===== src/rtl/result_buf_writer.sv =====
`default_nettype none
// ============================================================================
// Module      : result_buf_writer
// Description : Collects one frame of NUM_CLASS unsigned class scores into a
//               register buffer, then hands the buffer to the argmax stage.
//               The handoff uses a result enable, a one-cycle running-max clear
//               and a one-cycle frame-done pulse.
//
// Ports
//   clk          sole clock, rising edge
//   rst          asynchronous active-high reset
//   start        begin a new frame (honoured in IDLE and HOLD only)
//   in_valid     score word present on in_data
//   in_data      class score, unsigned, DATA_WIDTH bits
//   in_ready     score accepted this cycle when in_valid is also high
//   rd_addr      read address from the argmax stage
//   rd_data      registered read data (0 for addresses >= NUM_CLASS)
//   result_en    high while the buffered scores are valid (EVAL, HOLD)
//   result_clr   one-cycle clear pulse on the first cycle of a new frame
//   result_done  argmax stage finished its scan (honoured in EVAL only)
//   frame_done   one-cycle pulse on the first HOLD cycle
//   wr_count     scores accepted in the current frame, saturating
//
// Revision    : 1.0  initial release
// ============================================================================
module result_buf_writer #(
    parameter int DATA_WIDTH = 16,
    parameter int NUM_CLASS  = 10
) (
    input  logic                  clk,
    input  logic                  rst,
    input  logic                  start,
    input  logic                  in_valid,
    input  logic [DATA_WIDTH-1:0] in_data,
    output logic                  in_ready,
    input  logic [3:0]            rd_addr,
    output logic [DATA_WIDTH-1:0] rd_data,
    output logic                  result_en,
    output logic                  result_clr,
    input  logic                  result_done,
    output logic                  frame_done,
    output logic [3:0]            wr_count
);

    localparam logic [1:0] c_IDLE = 2'd0;
    localparam logic [1:0] c_FILL = 2'd1;
    localparam logic [1:0] c_EVAL = 2'd2;
    localparam logic [1:0] c_HOLD = 2'd3;

    localparam logic [3:0] c_NUM  = 4'(NUM_CLASS);
    localparam logic [3:0] c_LAST = 4'(NUM_CLASS - 1);

    logic [1:0]            state_q, state_d;
    logic [3:0]            wr_count_q, wr_count_d;
    logic                  clr_q, clr_d;
    logic                  done_q, done_d;
    logic [DATA_WIDTH-1:0] rd_data_q, rd_data_d;
    logic                  wr_en;
    logic [DATA_WIDTH-1:0] mem_q [NUM_CLASS];

    // ------------------------------------------------------------------
    // Next-state logic
    // ------------------------------------------------------------------
    always_comb begin
        state_d    = state_q;
        wr_count_d = wr_count_q;
        clr_d      = 1'b0;
        done_d     = 1'b0;
        wr_en      = 1'b0;
        case (state_q)
            c_IDLE: begin
                if (start) begin
                    state_d    = c_FILL;
                    wr_count_d = 4'd0;
                    clr_d      = 1'b1;
                end
            end
            c_FILL: begin
                // The count guard keeps the buffer index in range even if
                // the count were somehow already full.
                if (in_valid && (wr_count_q < c_NUM)) begin
                    wr_en      = 1'b1;
                    wr_count_d = wr_count_q + 4'd1;
                    if (wr_count_q == c_LAST) begin
                        state_d = c_EVAL;
                    end
                end
            end
            c_EVAL: begin
                if (result_done) begin
                    state_d = c_HOLD;
                    done_d  = 1'b1;
                end
            end
            c_HOLD: begin
                if (start) begin
                    state_d    = c_FILL;
                    wr_count_d = 4'd0;
                    clr_d      = 1'b1;
                end
            end
            default: begin
                state_d = c_IDLE;
            end
        endcase
    end

    // Read mux: any address with no matching entry yields zero.
    always_comb begin
        rd_data_d = '0;
        for (int i = 0; i < NUM_CLASS; i++) begin
            if (rd_addr == 4'(i)) begin
                rd_data_d = mem_q[i];
            end
        end
    end

    // ------------------------------------------------------------------
    // Control registers
    // ------------------------------------------------------------------
    always_ff @(posedge clk or posedge rst) begin
        if (rst) begin
            state_q    <= c_IDLE;
            wr_count_q <= 4'd0;
            clr_q      <= 1'b0;
            done_q     <= 1'b0;
            rd_data_q  <= '0;
        end else begin
            state_q    <= state_d;
            wr_count_q <= wr_count_d;
            clr_q      <= clr_d;
            done_q     <= done_d;
            // Sampled from the pre-edge buffer contents, so a read that
            // coincides with a write to the same entry returns old data.
            rd_data_q  <= rd_data_d;
        end
    end

    // ------------------------------------------------------------------
    // Score buffer, one register per class
    // ------------------------------------------------------------------
    genvar gi;
    generate
        for (gi = 0; gi < NUM_CLASS; gi++) begin : g_entry
            localparam logic [3:0] c_IDX = 4'(gi);
            always_ff @(posedge clk or posedge rst) begin
                if (rst) begin
                    mem_q[gi] <= '0;
                end else if (wr_en && (wr_count_q == c_IDX)) begin
                    mem_q[gi] <= in_data;
                end
            end
        end
    endgenerate

    // ------------------------------------------------------------------
    // Outputs
    // ------------------------------------------------------------------
    assign in_ready   = (state_q == c_FILL);
    assign result_en  = (state_q == c_EVAL) || (state_q == c_HOLD);
    assign result_clr = clr_q;
    assign frame_done = done_q;
    assign wr_count   = wr_count_q;
    assign rd_data    = rd_data_q;

endmodule
`default_nettype wire


===== config.mk =====
export PLATFORM = sky130hd
export DESIGN_NAME = result_buf_writer
export DESIGN_NICKNAME = d
export VERILOG_FILES = /design/src/rtl/result_buf_writer.sv
export SDC_FILE = /design/constraint.sdc
export NUM_CORES = 1
export LEC_CHECK = 0
export ABC_AREA = 1
export CORE_UTILIZATION = 32
export DETAILED_ROUTE_END_ITERATION = 8
export SYNTH_ARGS = -nofsm -noshare
export SYNTH_HDL_FRONTEND = slang
export SYNTH_SLANG_ARGS = --single-unit
export TNS_END_PERCENT = 50

===== constraint.sdc =====
create_clock -name clk -period 6.79 [get_ports clk]
set_input_delay 1.358 -clock clk [delete_from_list [all_inputs] [get_ports clk]]
set_output_delay 1.358 -clock clk [all_outputs]
set_load 0.01 [all_outputs]

==> impl_metrics.ini <==
[run_status]
status = complete, no violations

[cts]
htree_levels = 4
post_cts_buffers = 0
ctsHoldBuffers = 0
cts-root-buf = clkbuf_16
cts_tree = built
clock-sinks = 184
insertion_delay_ps = 430
clkSlewWorstSetupHoldPaths_ps = 70
cts_inserted_buffers = 17
cts_resized = 0
clockBufferDepth = 2

[drt]
wl_microns = 19800
drt_iter0_markers = 435
ant_nets = 0
dr.pass1.iters = 5
routedWlPerCell_microns = 15.4
vias = 6065
via_per_inst = 4.72
drc_errors = 0

[job]
max-cap-violations = 0

[sta]
slew_headroom_pct = 26.8
fin_worst_skew_ps = 8.88
grt_setup_unrepaired = no
period_needed_ps = 3320
setup_viol = 0
hold_viol = 0
fmax_ghz = 0.301
drv_slew = 0
fin_tns_setup_ps = 0
post-route-period-util_pct = 48.9
tightestPinTransition_ps = 1100

[cells_and_area]
antenna_cells = 0
area_growth_pct = 15.4
drive_gt1_share_pct = 7.64
final_util_pct = 37.7
nets = 978

[setup_path]
setup.worst_path.start_class = input port
path_class = input port to flip-flop
critPathArrivalTime_ps = 3690
cp.required_ps = 7160
cp-end-kind = flip-flop
path_max_fanout = 17

[logic_synthesis]
yosysUniqueCellTypes = 31
synth_cells = 917
synth_ff_type = dfrtp_1
synth_seq_cells = 184
yosys_warnings = 0
synthesis.nets = 950
synth_edf_count = 0
ys_seq_area_share_pct = 56.1
syn-cell-area_sq_mm = 0.00821
syn_avg_cell_area_sq_um = 8.96
async_reset_ff_share_pct = 100

[floorplan]
dieWidth_microns = 162
core_sq_mm = 0.0252
start_util_pct = 32.6
die_height_microns = 162
io_pins = 49
die-area_sq_mm = 0.0263
rows = 58

[placed_design]
dp_hpwl_microns = 11400
io_buffers = 48
gp_congestion = 0.706

[pwr]
swShare_pct = 30.4
power.leakage_nw = 4.29
power_density_mw_per_mm2 = 365
clkPwrFrac_pct = 30.2
irDropWorstVdd_v = 0.000161
pwr-share-comb_pct = 21.5
p_switching_w = 0.00105
p_int_w = 0.00241
p_seq_share_pct = 48.4

[grt]
grt_pass1_wl_microns = 32500
grt_pass1_vias = 5874
grt_use_total_pct = 16.2
antenna_found_initial = 0
grt.overflow.total = 0
grt_max_degree = 106

[hold_path]
min_path_type = flip-flop to flip-flop
==> layer usage <==
layer	vias to the layer above	wire (microns)	track usage (%)
met1	2880	9860	23.0
met2	130	8830	24.9
met4	0	289	5.10
li1	3029	-	-
met5	-	0	0
met3	26	871	3.06
==> cells in the final DEF (no fill, tap or decap) <==
master           instances
a21oi_1                  1
a21oi_4                  1
a22oi_1                  1
buf_4                    6
bufinv_16                4
clkbuf_1                 2
clkbuf_16               17
clkbuf_8                 2
clkdlybuf4s50_1         48
clkinv_2                 1
clkinv_4                 2
clkinvlp_4               3
dfrtp_1                184
ha_1                     8
inv_1                   62
inv_2                    3
inv_8                    1
nand2_1                280
nand2_2                  2
nand2_4                  2
nand3_1                 37
nand4_1                 32
nand4_4                  9
nor2_1                  67
nor2_2                   2
nor2_4                   2
nor3_4                   3
nor4_4                   1
o21ai_0                126
o21ai_1                 31
o21ai_2                 10
or2_1                    1
or2_2                    2
xor2_1                   2
==> stage by stage <==
stage                     area [sq um]  total power (W)  hold slack [ps]  setup slack [ps]  std cells
after global placement            8870          0.00242              466              3040       1256
after CTS                         9480          0.00350              487              3450       1285
after detailed placement          8870          0.00244              470              3000       1256
after floorplan                   8210          0.00221              453               432        917
final                             9480          0.00346              485              3470       1285
after global routing              9480          0.00370              494              3240       1285
==> power groups by stage <==
stage          clock, W  combinational (W)  sequential, W
4_1_cts         0.00106           0.000757        0.00168
3_5_place_dp          0           0.000752        0.00169
6_report        0.00104           0.000744        0.00167
3_3_place_gp          0           0.000731        0.00169
2_1_floorplan         0           0.000554        0.00165
5_1_grt         0.00111           0.000870        0.00172
==> final cells by class <==
type,count,area (sq um)
inverters,68,273
multi-input cells,620,3060
flip-flops and latches,184,4600
clock buffers,21,460
clock inverters,8,148
repair buffers,54,526
well taps,330,413
fillers,2550,15700
==> state kept, by name, indices dropped and copies added, names as in the netlist <==
register and flops:
wr_count 4, rd_data 16, mem_q 160, state_q 2
result_clr 1, frame_done 1
==> logic make-up after synthesis <==
| kind of cell | count (synthesis) | synth area share (%) |
|---|---|---|
| XOR/XNOR | 2 | 0.213 |
| flip-flops | 184 | 56.1 |
| buffers and inverters | 113 | 6.75 |
| AND/OR/NAND/NOR | 440 | 24.8 |
| AO/OA/AOI/OAI | 170 | 11.0 |
| adder cells (fa/ha/maj) | 8 | 1.22 |
==> worst paths after layout <==
kind	startpoint	to	slack, ps	cells past startpoint
max	rd_addr[0]	rd_data[7]	3470	7
min in group asynchronous	rst	mem_q[57]	1450	2
min reg2reg	mem_q[1]	mem_q[1]	480	2
min	mem_q[1]	mem_q[1]	480	2
max reg2reg	wr_count[2]	mem_q[37]	4550	7
max in group asynchronous	rst	mem_q[159]	4210	3
==> critical path, stage by stage <==
cell	delay (ps)
clkdlybuf4s50_1	660
inv_2	80
nor2_4	420
inv_2	130
nor3_4	780
nand2_1	110
nand4_1	130
==> cells in the mapped netlist, types with 2 or more instances <==
| cell type | number | area (sq um) |
|---|---|---|
| nand3_1 | 37 | 185 |
| xor2_1 | 2 | 17.5 |
| clkbuf_2 | 8 | 40.0 |
| buf_4 | 5 | 37.5 |
| nor3_4 | 3 | 48.8 |
| nand4_4 | 9 | 191 |
| nor2_4 | 2 | 22.5 |
| buf_2 | 23 | 115 |
| o21ai_2 | 10 | 87.6 |
| buf_6 | 8 | 90.1 |
| nand4_1 | 32 | 200 |
| nor2_1 | 68 | 255 |
| o21ai_0 | 126 | 631 |
| nand2_1 | 280 | 1050 |
| dfrtp_1 | 184 | 4600 |
| inv_1 | 63 | 236 |
| inv_2 | 3 | 11.3 |
| ha_1 | 8 | 100 |
| nand2_4 | 2 | 22.5 |
| or2_2 | 2 | 12.5 |
| o21ai_1 | 31 | 155 |
| nand2_2 | 2 | 12.5 |
Note: power is estimated with default switching activity, not from simulation.
